<file path="src/rtl/alarm_sequencer_if.sv">
// Alarm sequencer bus: comparator/user inputs toward the sequencer, buzzer/status back.
// master = environment driving match/tick/buttons, slave = the sequencer.
interface alarm_sequencer_if #(
    parameter int unsigned MAX_SNOOZE = 3
);
    localparam int unsigned SNW = $clog2(MAX_SNOOZE + 1);

    logic           tick;
    logic           Alarmon;
    logic           match;
    logic           snooze;
    logic           dismiss;
    logic           Buzz;
    logic           snoozing;
    logic [SNW-1:0] snooze_left;

    modport master (
        output tick, Alarmon, match, snooze, dismiss,
        input  Buzz, snoozing, snooze_left
    );

    modport slave (
        input  tick, Alarmon, match, snooze, dismiss,
        output Buzz, snoozing, snooze_left
    );
endinterface

</file>
<file path="src/rtl/alarm_sequencer.sv">
// Turns the alarm comparator's match level into a timed ring with snooze/dismiss.
// Optional macro ALARM_SEQ_AUTO_SNOOZE_EN: a ring timeout snoozes instead of going idle.
module alarm_sequencer #(
    parameter int unsigned RING_SECS   = 60,
    parameter int unsigned SNOOZE_SECS = 540,
    parameter int unsigned MAX_SNOOZE  = 3
) (
    input  logic                Pulse,
    input  logic                Reset,
    alarm_sequencer_if.slave    bus
);
    localparam int unsigned RCW = (RING_SECS   > 1) ? $clog2(RING_SECS)   : 1;
    localparam int unsigned SCW = (SNOOZE_SECS > 1) ? $clog2(SNOOZE_SECS) : 1;
    localparam int unsigned SNW = $clog2(MAX_SNOOZE + 1);

    localparam logic [RCW-1:0] RING_LAST   = RCW'(RING_SECS - 1);
    localparam logic [SCW-1:0] SNOOZE_LAST = SCW'(SNOOZE_SECS - 1);
    localparam logic [SNW-1:0] SNOOZE_MAX  = SNW'(MAX_SNOOZE);

    typedef enum logic [1:0] {
        IDLE   = 2'd0,
        RING   = 2'd1,
        SNOOZE = 2'd2
    } state_e;

    state_e         state_q, state_d;
    logic [RCW-1:0] ring_cnt_q, ring_cnt_d;
    logic [SCW-1:0] snz_cnt_q, snz_cnt_d;
    logic [SNW-1:0] snooze_left_q, snooze_left_d;
    logic           match_q;
    logic           buzz_q, buzz_d;
    logic           snoozing_q, snoozing_d;

    logic hit_c;
    logic can_snooze_c;
    logic ring_done_c;
    logic snz_done_c;
    logic stop_c;

    // Rising edge of match while enabled starts one alarm event.
    assign hit_c        = bus.Alarmon & bus.match & ~match_q;
    assign can_snooze_c = (snooze_left_q != '0);
    assign ring_done_c  = bus.tick & (ring_cnt_q == RING_LAST);
    assign snz_done_c   = bus.tick & (snz_cnt_q == SNOOZE_LAST);
    assign stop_c       = ~bus.Alarmon | bus.dismiss;

    // Next-state and counter logic; one transition per cycle in priority order.
    always_comb begin
        state_d       = state_q;
        ring_cnt_d    = ring_cnt_q;
        snz_cnt_d     = snz_cnt_q;
        snooze_left_d = snooze_left_q;

        unique case (state_q)
            IDLE: begin
                if (hit_c) begin
                    state_d       = RING;
                    ring_cnt_d    = '0;
                    snooze_left_d = SNOOZE_MAX;
                end
            end

            RING: begin
                if (stop_c) begin
                    state_d = IDLE;
                end else if (bus.snooze && can_snooze_c) begin
                    state_d       = SNOOZE;
                    snz_cnt_d     = '0;
                    snooze_left_d = snooze_left_q - SNW'(1);
                end else if (ring_done_c) begin
`ifdef ALARM_SEQ_AUTO_SNOOZE_EN
                    if (can_snooze_c) begin
                        state_d       = SNOOZE;
                        snz_cnt_d     = '0;
                        snooze_left_d = snooze_left_q - SNW'(1);
                    end else begin
                        state_d = IDLE;
                    end
`else
                    state_d = IDLE;
`endif
                end else if (bus.tick) begin
                    ring_cnt_d = ring_cnt_q + RCW'(1);
                end
            end

            SNOOZE: begin
                if (stop_c) begin
                    state_d = IDLE;
                end else if (snz_done_c) begin
                    state_d    = RING;
                    ring_cnt_d = '0;
                end else if (bus.tick) begin
                    snz_cnt_d = snz_cnt_q + SCW'(1);
                end
            end

            default: begin
                state_d = IDLE;
            end
        endcase

        buzz_d     = (state_d == RING);
        snoozing_d = (state_d == SNOOZE);
    end

    // State register; match_q resets high so a match already present at release never fires.
    always_ff @(posedge Pulse) begin
        if (Reset) begin
            state_q       <= IDLE;
            ring_cnt_q    <= '0;
            snz_cnt_q     <= '0;
            snooze_left_q <= SNOOZE_MAX;
            match_q       <= 1'b1;
            buzz_q        <= 1'b0;
            snoozing_q    <= 1'b0;
        end else begin
            state_q       <= state_d;
            ring_cnt_q    <= ring_cnt_d;
            snz_cnt_q     <= snz_cnt_d;
            snooze_left_q <= snooze_left_d;
            match_q       <= bus.match;
            buzz_q        <= buzz_d;
            snoozing_q    <= snoozing_d;
        end
    end

    assign bus.Buzz        = buzz_q;
    assign bus.snoozing    = snoozing_q;
    assign bus.snooze_left = snooze_left_q;

endmodule

</file>
<file path="src/flat_wrapper.sv">
// flat-port wrapper written by rule: the top's interface ports become plain ports
module alarm_sequencer_flat 
#(
    parameter int unsigned RING_SECS   = 60,
    parameter int unsigned SNOOZE_SECS = 540,
    parameter int unsigned MAX_SNOOZE  = 3
)
  (Pulse, Reset, bus_tick, bus_Alarmon, bus_match, bus_snooze, bus_dismiss, bus_Buzz, bus_snoozing, bus_snooze_left);
  alarm_sequencer_if #(.MAX_SNOOZE(MAX_SNOOZE)) bus_i ();
  input  logic Pulse;
  input  logic Reset;
  input wire logic [$bits(bus_i.tick)-1:0] bus_tick;
  input wire logic [$bits(bus_i.Alarmon)-1:0] bus_Alarmon;
  input wire logic [$bits(bus_i.match)-1:0] bus_match;
  input wire logic [$bits(bus_i.snooze)-1:0] bus_snooze;
  input wire logic [$bits(bus_i.dismiss)-1:0] bus_dismiss;
  output wire logic [$bits(bus_i.Buzz)-1:0] bus_Buzz;
  output wire logic [$bits(bus_i.snoozing)-1:0] bus_snoozing;
  output wire logic [$bits(bus_i.snooze_left)-1:0] bus_snooze_left;
  assign bus_i.tick = bus_tick;
  assign bus_i.Alarmon = bus_Alarmon;
  assign bus_i.match = bus_match;
  assign bus_i.snooze = bus_snooze;
  assign bus_i.dismiss = bus_dismiss;
  assign bus_Buzz = bus_i.Buzz;
  assign bus_snoozing = bus_i.snoozing;
  assign bus_snooze_left = bus_i.snooze_left;
  alarm_sequencer #(.RING_SECS(RING_SECS), .SNOOZE_SECS(SNOOZE_SECS), .MAX_SNOOZE(MAX_SNOOZE)) u_core (.Pulse(Pulse), .Reset(Reset), .bus(bus_i));
endmodule
</file>
<file path="config.mk">
export PLATFORM = sky130hd
export DESIGN_NAME = alarm_sequencer_flat
export DESIGN_NICKNAME = d
export VERILOG_FILES = /design/src/rtl/alarm_sequencer_if.sv /design/src/rtl/alarm_sequencer.sv /design/src/flat_wrapper.sv
export SDC_FILE = /design/constraint.sdc
export NUM_CORES = 1
export LEC_CHECK = 0
export ABC_AREA = 0
export CAP_MARGIN = 25
export CORE_MARGIN = 3
export CORE_UTILIZATION = 45
export DETAILED_ROUTE_END_ITERATION = 10
export PLACE_DENSITY_LB_ADDON = 0.15
export SLEW_MARGIN = 5
export SYNTH_ARGS = -nofsm -noshare
export SYNTH_HDL_FRONTEND = slang
export SYNTH_SLANG_ARGS = --single-unit
</file>
<file path="constraint.sdc">
create_clock -name Pulse -period 2.7 [get_ports Pulse]
set_input_delay 0.54 -clock Pulse [delete_from_list [all_inputs] [get_ports Pulse]]
set_output_delay 0.54 -clock Pulse [all_outputs]
set_load 0.05 [all_outputs]
</file>
==> reports/qor.yml, run 1 <==
synth_cells: 160
cp_data_required_time_ns: 2.94
critical_path_buf_inv_count: 1
avgSynthCellArea_um2: 8.66
syn_nets: 170
drtIter0Drc: 50
holdBufCountCts: 0
drc: 0
worst_pin_slew_ns: 0.561
slew_violations: 0
finalSetupViolations: 0
utilization_pct: 53.6
cts_max_level: 1
crit_path_end_kind: "flip-flop"
grt_max_degree: 16
critPathKind: "in -> reg"
antenna_found_initial: 0
clk_path_buf_depth: 2
post_cts_buffers: 0
yosysUniqueCellTypes: 54
worst_setup_path_start_kind: "primary input"
firstDrtPassIters: 5
post_drt_wl_per_cell_um: 15.9
post-dp-hpwl_um: 2240
cap_viol_max_count: 0
viasPerCell: 6.29
grt_util_met3_pct: 5.45
ios: 11
fin_area_um2: 1530
port_buffers: 10
yosysWarnings: 0
grt_pass1_wl_um: 5510
die_h_um: 61.5
start_util_pct: 48.6
overflow: 0
cts_made_buffers: 3
dieWidth_um: 61.5
syn2layout_area_growth_pct: 10.3
critPathTopFamily: "simple AND/OR/NAND/NOR gates"
yosysSeqAreaShare_pct: 33.2
finalHoldViolations: 0
use_met1_pct: 28.2
layout_common_cells: "dfxtp_1, nand2_1, clkdlybuf4s50_1, inv_1"
critPathLaunch: "bus_Alarmon"
clock_latency_ns: 0.32
grt_util_met2_pct: 27.8
clock_sinks: 23
relSlewSlack_pct: 62.6
r2r-start: "u_core.bus.snooze_left[0]"
cellPowerDensity_nw_per_um2: 357
cp_cell_sequence: "clkdlybuf4s50_1 -> nor2b_1 -> o21ai_2 -> or3_1 -> o41ai_2"
leakagePower_nw: 0.575
crit_fanout: 15
worstHoldStart: "u_core.ring_cnt_q[4]"
arrival_ns: 2.41
fin_nets: 178
ant_nets: 0
rsz0062_at_grt: "no"
worstHoldPathType: "reg -> reg"
totalWireLength_um: 3150
cpMaxStageDelayCell: "or3_1"
vias: 1245
irDropWorstVdd_mv: 0.217
syn_area_um2: 1390
fmax_mhz: 460
finalWorstPathRequiredPeriod_ns: 2.18
tritoncts: "done"
clk_pin_slew_ns: 0.13
final_common_cell: "dfxtp_1"
n_antenna_cell: 0
grt_busiest_layer: "met1"
placed_area_um2: 1500
core_region_area_um2: 2850
holdWs_ns: 0.484
root_buffer: "clkbuf_4"
setup_tns_ns: 0
drive_above_1_share_pct: 10.2
dieArea_um2: 3780
grt_use_total_pct: 19.2
finalWeightedCongestion: 0.827
placedCellCount: 194
stdcell_count: 198
finalCritPeriodShare_pct: 80.6
ys_ff_latch: 23
grt_pass1_vias: 1135
cp_slowest_stage_delay_ns: 0.53
skew_ns: 0.00556
ctsResizeCount: 0
status: "finished clean"
rows: 19
## per-stage QoR
| stage | setup slack, ns | power, mW |
|---|---|---|
| after floorplan | 0.514 | 0.370 |
| after global placement | 0.316 | 0.387 |
| after detailed placement | 0.239 | 0.388 |
| after CTS | 0.567 | 0.551 |
| after global routing | 0.418 | 0.568 |
| final | 0.524 | 0.545 |
## cells by family after synthesis
group | synth area share (%)
compound gates | 23.5
fa+ha+maj | 2.71
buf+inv | 4.96
flops | 33.2
mux | 2.17
simple gates | 33.5
## power by group
group	switching [mW]	internal [mW]
clock	0.109	0.0554
combinational	0.0227	0.0167
sequential	0.000872	0.341
## Yosys cell counts (all sizes together)
cell type | instances | area share (%)
nand3b | 1 | 0.54
and3 | 2 | 0.90
dfxtp | 23 | 33
nand4 | 2 | 2.0
or3 | 5 | 2.3
a221o | 1 | 0.72
and4bb | 2 | 1.8
a21oi | 4 | 1.4
and2 | 1 | 0.45
nor4bb | 1 | 0.72
inv | 8 | 2.2
nand3 | 6 | 2.2
clkbuf | 5 | 1.4
nand4bb | 1 | 0.81
nor3b | 2 | 1.1
a211oi | 1 | 0.54
o21ai | 12 | 4.6
nor4 | 1 | 0.45
or2 | 2 | 0.90
nand2 | 19 | 5.1
o41ai | 3 | 2.4
and3b | 1 | 0.63
o211a | 2 | 1.4
or4 | 6 | 3.2
a211o | 1 | 0.63
o21a | 1 | 0.54
a22oi | 3 | 1.6
nor4b | 1 | 1.7
o211ai | 2 | 1.1
buf | 4 | 1.4
o311ai | 4 | 2.5
nor2b | 6 | 2.7
nand2b | 2 | 0.90
a221oi | 1 | 1.1
o32ai | 2 | 1.8
and4 | 2 | 1.4
ha | 3 | 2.7
mux2i | 3 | 2.2
and4b | 1 | 0.99
nor3 | 1 | 0.36
and2b | 1 | 0.54
or3b | 1 | 0.63
a311o | 1 | 0.72
nor2 | 4 | 1.1
a31oi | 5 | 2.3
## tightest hold or removal path, stage by stage (launching register included)
cell and delay [ns]:
dfxtp_1 0.34, inv_1 0.06, a221oi_2 0.05
## flip-flops by register name, summed over array words and instances (netlist names)
register,count
u_core.state_q,2
u_core.bus.snooze_left,2
u_core.ring_cnt_q,6
u_core.bus.Buzz,1
u_core.snz_cnt_q,10
u_core.match_q,1
u_core.bus.snoozing,1
## final cells by class
type | count | area [µm²]
fill | 288 | 1320
multi-input combinational | 120 | 857
sequential | 23 | 460
timing repair buffer | 12 | 115
tap | 31 | 38.8
inverter | 8 | 30.0
clock buffer | 3 | 22.5
clock inverter | 1 | 5.00
## final timing paths
| path | end | slack [ns] | depth (start not counted) |
|---|---|---|---|
| worst max-delay path | u_core.snz_cnt_q[6] | 0.52 | 5 |
| worst min-delay path | u_core.ring_cnt_q[4] | 0.48 | 2 |
| worst max register to register | u_core.snz_cnt_q[6] | 0.60 | 6 |
| worst min register to register | u_core.ring_cnt_q[4] | 0.48 | 2 |
## per-layer routing
| layer | up-vias | wire (µm) |
|---|---|---|
| met1 | 589 | 1600 |
| met2 | 34 | 1340 |
| met5 | - | 0 |
| met4 | 0 | 20 |
| li1 | 620 | - |
| met3 | 2 | 190 |
Power figures use the tool's default switching activity.
==> run 2, diff against run 1 <==
==> constraint.sdc (replaced) <==
create_clock -name Pulse -period 1.9 [get_ports Pulse]
set_input_delay 0.38 -clock Pulse [delete_from_list [all_inputs] [get_ports Pulse]]
set_output_delay 0.38 -clock Pulse [all_outputs]
set_load 0.05 [all_outputs]
==> run 2 against run 1 <==
Power up 45%. Combinational power up 89%. Clock-buffer cell count up 1. Critical path depth down 4. Non-clock buffer count up 20. Sequential cell count unchanged. Clock power up 41%. Global-route usage up 0.84 points. Final cell count up 10%. Register-to-register slack worse by 0.49 ns. Hold slack worse by 0.0075 ns. Largest cell class unchanged.
==> reports/qor.yml, run 2 (synthesis results as in run 1) <==
status: "finished clean"
critPathTopFamily: "buffers and inverters"
grt_pass1_vias: 1305  # +15%
relSlewSlack_pct: 66.2  # +3.7 points
intPower_mw: 0.601  # +46%
cts_made_buffers: 3  # unchanged
top_regs: "u_core.snz_cnt_q (10), u_core.ring_cnt_q (6)"
irDropWorstVdd_mv: 0.240  # +11%
r2r_end: "u_core.snz_cnt_q[0]"
critical_path_buf_inv_count: 1  # unchanged
finalWeightedCongestion: 0.844  # +2.1%
drtIter0Drc: 57  # +14%
antenna_found_initial: 0  # unchanged
dieArea_um2: 3780  # unchanged
r2r_cells: 7  # +1
finalHoldViolations: 0  # unchanged
ios: 11  # unchanged
worst_setup_path_start_kind: "flip-flop"
top_register: "u_core.snz_cnt_q"
setup_tns_ns: 0  # unchanged
grt_pass1_wl_um: 5910  # +7.3%
dieWidth_um: 61.5  # unchanged
post_drt_wl_per_cell_um: 15.4  # -3.5%
r2r-start: "u_core.bus.snooze_left[0]"
rsz0062_at_grt: "no"
finalCritPeriodShare_pct: 96.0
vias: 1381  # +11%
final_common_cell: "dfxtp_1"
clock_sinks: 23  # unchanged
cts_max_level: 1  # unchanged
cap_viol_max_count: 0  # unchanged
fmax_mhz: 548
clk_path_buf_depth: 2  # unchanged
placedCellCount: 212  # +9.3%
leakagePower_nw: 0.681  # +18%
p_clk_share_pct: 29.4  # -0.7 points
post-dp-hpwl_um: 2430  # +8.5%
cellPowerDensity_nw_per_um2: 450  # +26%
skew_ns: 0.00916  # +0.00360 ns
core_region_area_um2: 2850  # unchanged
drive_above_1_share_pct: 24.1  # +14 points
stdcell_count: 218  # +10%
grt_max_degree: 22  # +6
worstHoldPathType: "reg -> reg"
seq_power_share_pct: 61.2  # -1.5 points
overflow: 0  # unchanged
viasPerCell: 6.33  # +0.75%
cp_data_required_time_ns: 1.52  # -1.42 ns
arrival_ns: 1.44  # -0.97 ns
largest_reg_flops: 10  # unchanged
min_delay_path_depth: 2  # unchanged
finalPower_mw: 0.789  # +45%
cp_cell_sequence: "clkdlybuf4s50_1"
worstHoldStart: "u_core.ring_cnt_q[4]"
firstDrtPassIters: 4  # -1
crit_path_end_kind: "primary output"
grt_use_total_pct: 20.1  # +0.84 points
tritoncts: "done"
switching_share_pct: 23.8  # -0.46 points
root_buffer: "clkbuf_4"
utilization_pct: 61.5  # +7.9 points
p_sw_mw: 0.188  # +42%
drc: 0  # unchanged
die_h_um: 61.5  # unchanged
start_util_pct: 48.6  # unchanged
finalSetupViolations: 0  # unchanged
holdPathEnd: "u_core.ring_cnt_q[4]"
fillers: 269  # -6.6%
port_buffers: 10  # unchanged
layout_common_cells: "dfxtp_1, buf_4, nand2_1, inv_1, clkdlybuf4s50_1"
critPathKind: "reg -> out"
rows: 19  # unchanged
pwr-share-comb_pct: 9.4  # +2.2 points
holdBufCountCts: 0  # unchanged
clk_pin_slew_ns: 0.14  # about the same
slew_violations: 0  # unchanged
worst_pin_slew_ns: 0.506  # -0.0556 ns
syn2layout_area_growth_pct: 26.5
cp_slowest_stage_delay_ns: 0.80  # +0.27 ns
crit_fanout: 1  # -14
ant_nets: 0  # unchanged
clock_latency_ns: 0.31  # about the same
cpMaxStageDelayCell: "clkdlybuf4s50_1"
finalWorstPathRequiredPeriod_ns: 1.82
totalWireLength_um: 3350  # +6.3%
r2r_slack_ns: 0.11  # -0.49 ns
n_antenna_cell: 0  # unchanged
fin_nets: 198  # +11%
-- run 2: cell count changes in the layout (fill, tap and decap cells not counted), sizes merged --
cell	delta
clkbuf	+1
clkinv	-1
dlymetal6s2s	+2
buf	+20
clkdlybuf4s50	-2
-- run 2: power by group through the flow --
stage / clock, mW / combinational, mW / sequential, mW
floorplan: 0 / 0.0286 / 0.495
global placement: 0 / 0.0700 / 0.493
detailed placement: 0 / 0.0718 / 0.493
CTS: 0.237 / 0.0721 / 0.483
global route: 0.262 / 0.0810 / 0.483
finish: 0.232 / 0.0742 / 0.483
-- run 2: timing repair --
action                     in CTS  in global routing
hold endpoints to repair        0                  0
setup endpoints to repair       0                  9
gates resized for setup         0                 11
setup buffers                   0                  2
-- run 2: through the flow --
stage | cell area [µm²] | worst slack [ns] | hold WS (ns)
finish | 1750 | 0.0761 | 0.477
global route | 1750 | 0.0188 | 0.513
detailed placement | 1660 | -0.207 | 0.464
floorplan | 1400 | 0.000272 | 0.436
global placement | 1660 | -0.156 | 0.451
CTS | 1680 | 0.00673 | 0.483
-- run 2: worst max path at each step --
stage	from	endpoint	slack (ns)	depth (start not counted)
after global placement	bus_tick	u_core.snz_cnt_q[6]	-0.16	5
after floorplan	u_core.bus.snooze_left[0]	u_core.snz_cnt_q[6]	0.0003	7
after CTS	u_core.bus.snooze_left[0]	u_core.snz_cnt_q[3]	0.007	6
after global routing	u_core.bus.snooze_left[0]	u_core.snz_cnt_q[0]	0.02	7
final	u_core.bus.snoozing	bus_snoozing	0.08	1
after detailed placement	bus_tick	u_core.snz_cnt_q[3]	-0.21	5
-- run 2: metal layers --
layer  vias to the layer above  routed length, µm  global-route usage (%)
met1                       650               1560                    28.4
met3                         4                249                    3.56
met4                         0                 30                    4.85
li1                        666                  -                       -
met2                        61               1510                    31.7
met5                         -                  0                       0
-- run 2: final cells by class --
| type | count | area (µm²) | share of cell area (%) |
|---|---|---|---|
| flip-flops and latches | 23 | 468 | 26.7 |
| multi-input cells | 120 | 905 | 51.6 |
| repair buffers | 32 | 287 | 16.3 |
| clock buffers | 4 | 26.3 | 1.50 |
| well taps | 31 | 38.8 | 2.21 |
| inverters | 8 | 30.0 | 1.71 |
==> run 3, diff against run 2 <==
--- a/config.mk
+++ b/config.mk
@@ -10,6 +10,7 @@
 export CORE_MARGIN = 3
 export CORE_UTILIZATION = 45
 export DETAILED_ROUTE_END_ITERATION = 10
+export HOLD_SLACK_MARGIN = 0.03
 export PLACE_DENSITY_LB_ADDON = 0.15
 export SLEW_MARGIN = 5
 export SYNTH_ARGS = -nofsm -noshare
==> results of run 3 <==
The final DEF is identical to that of run 2; final timing and power are the same.
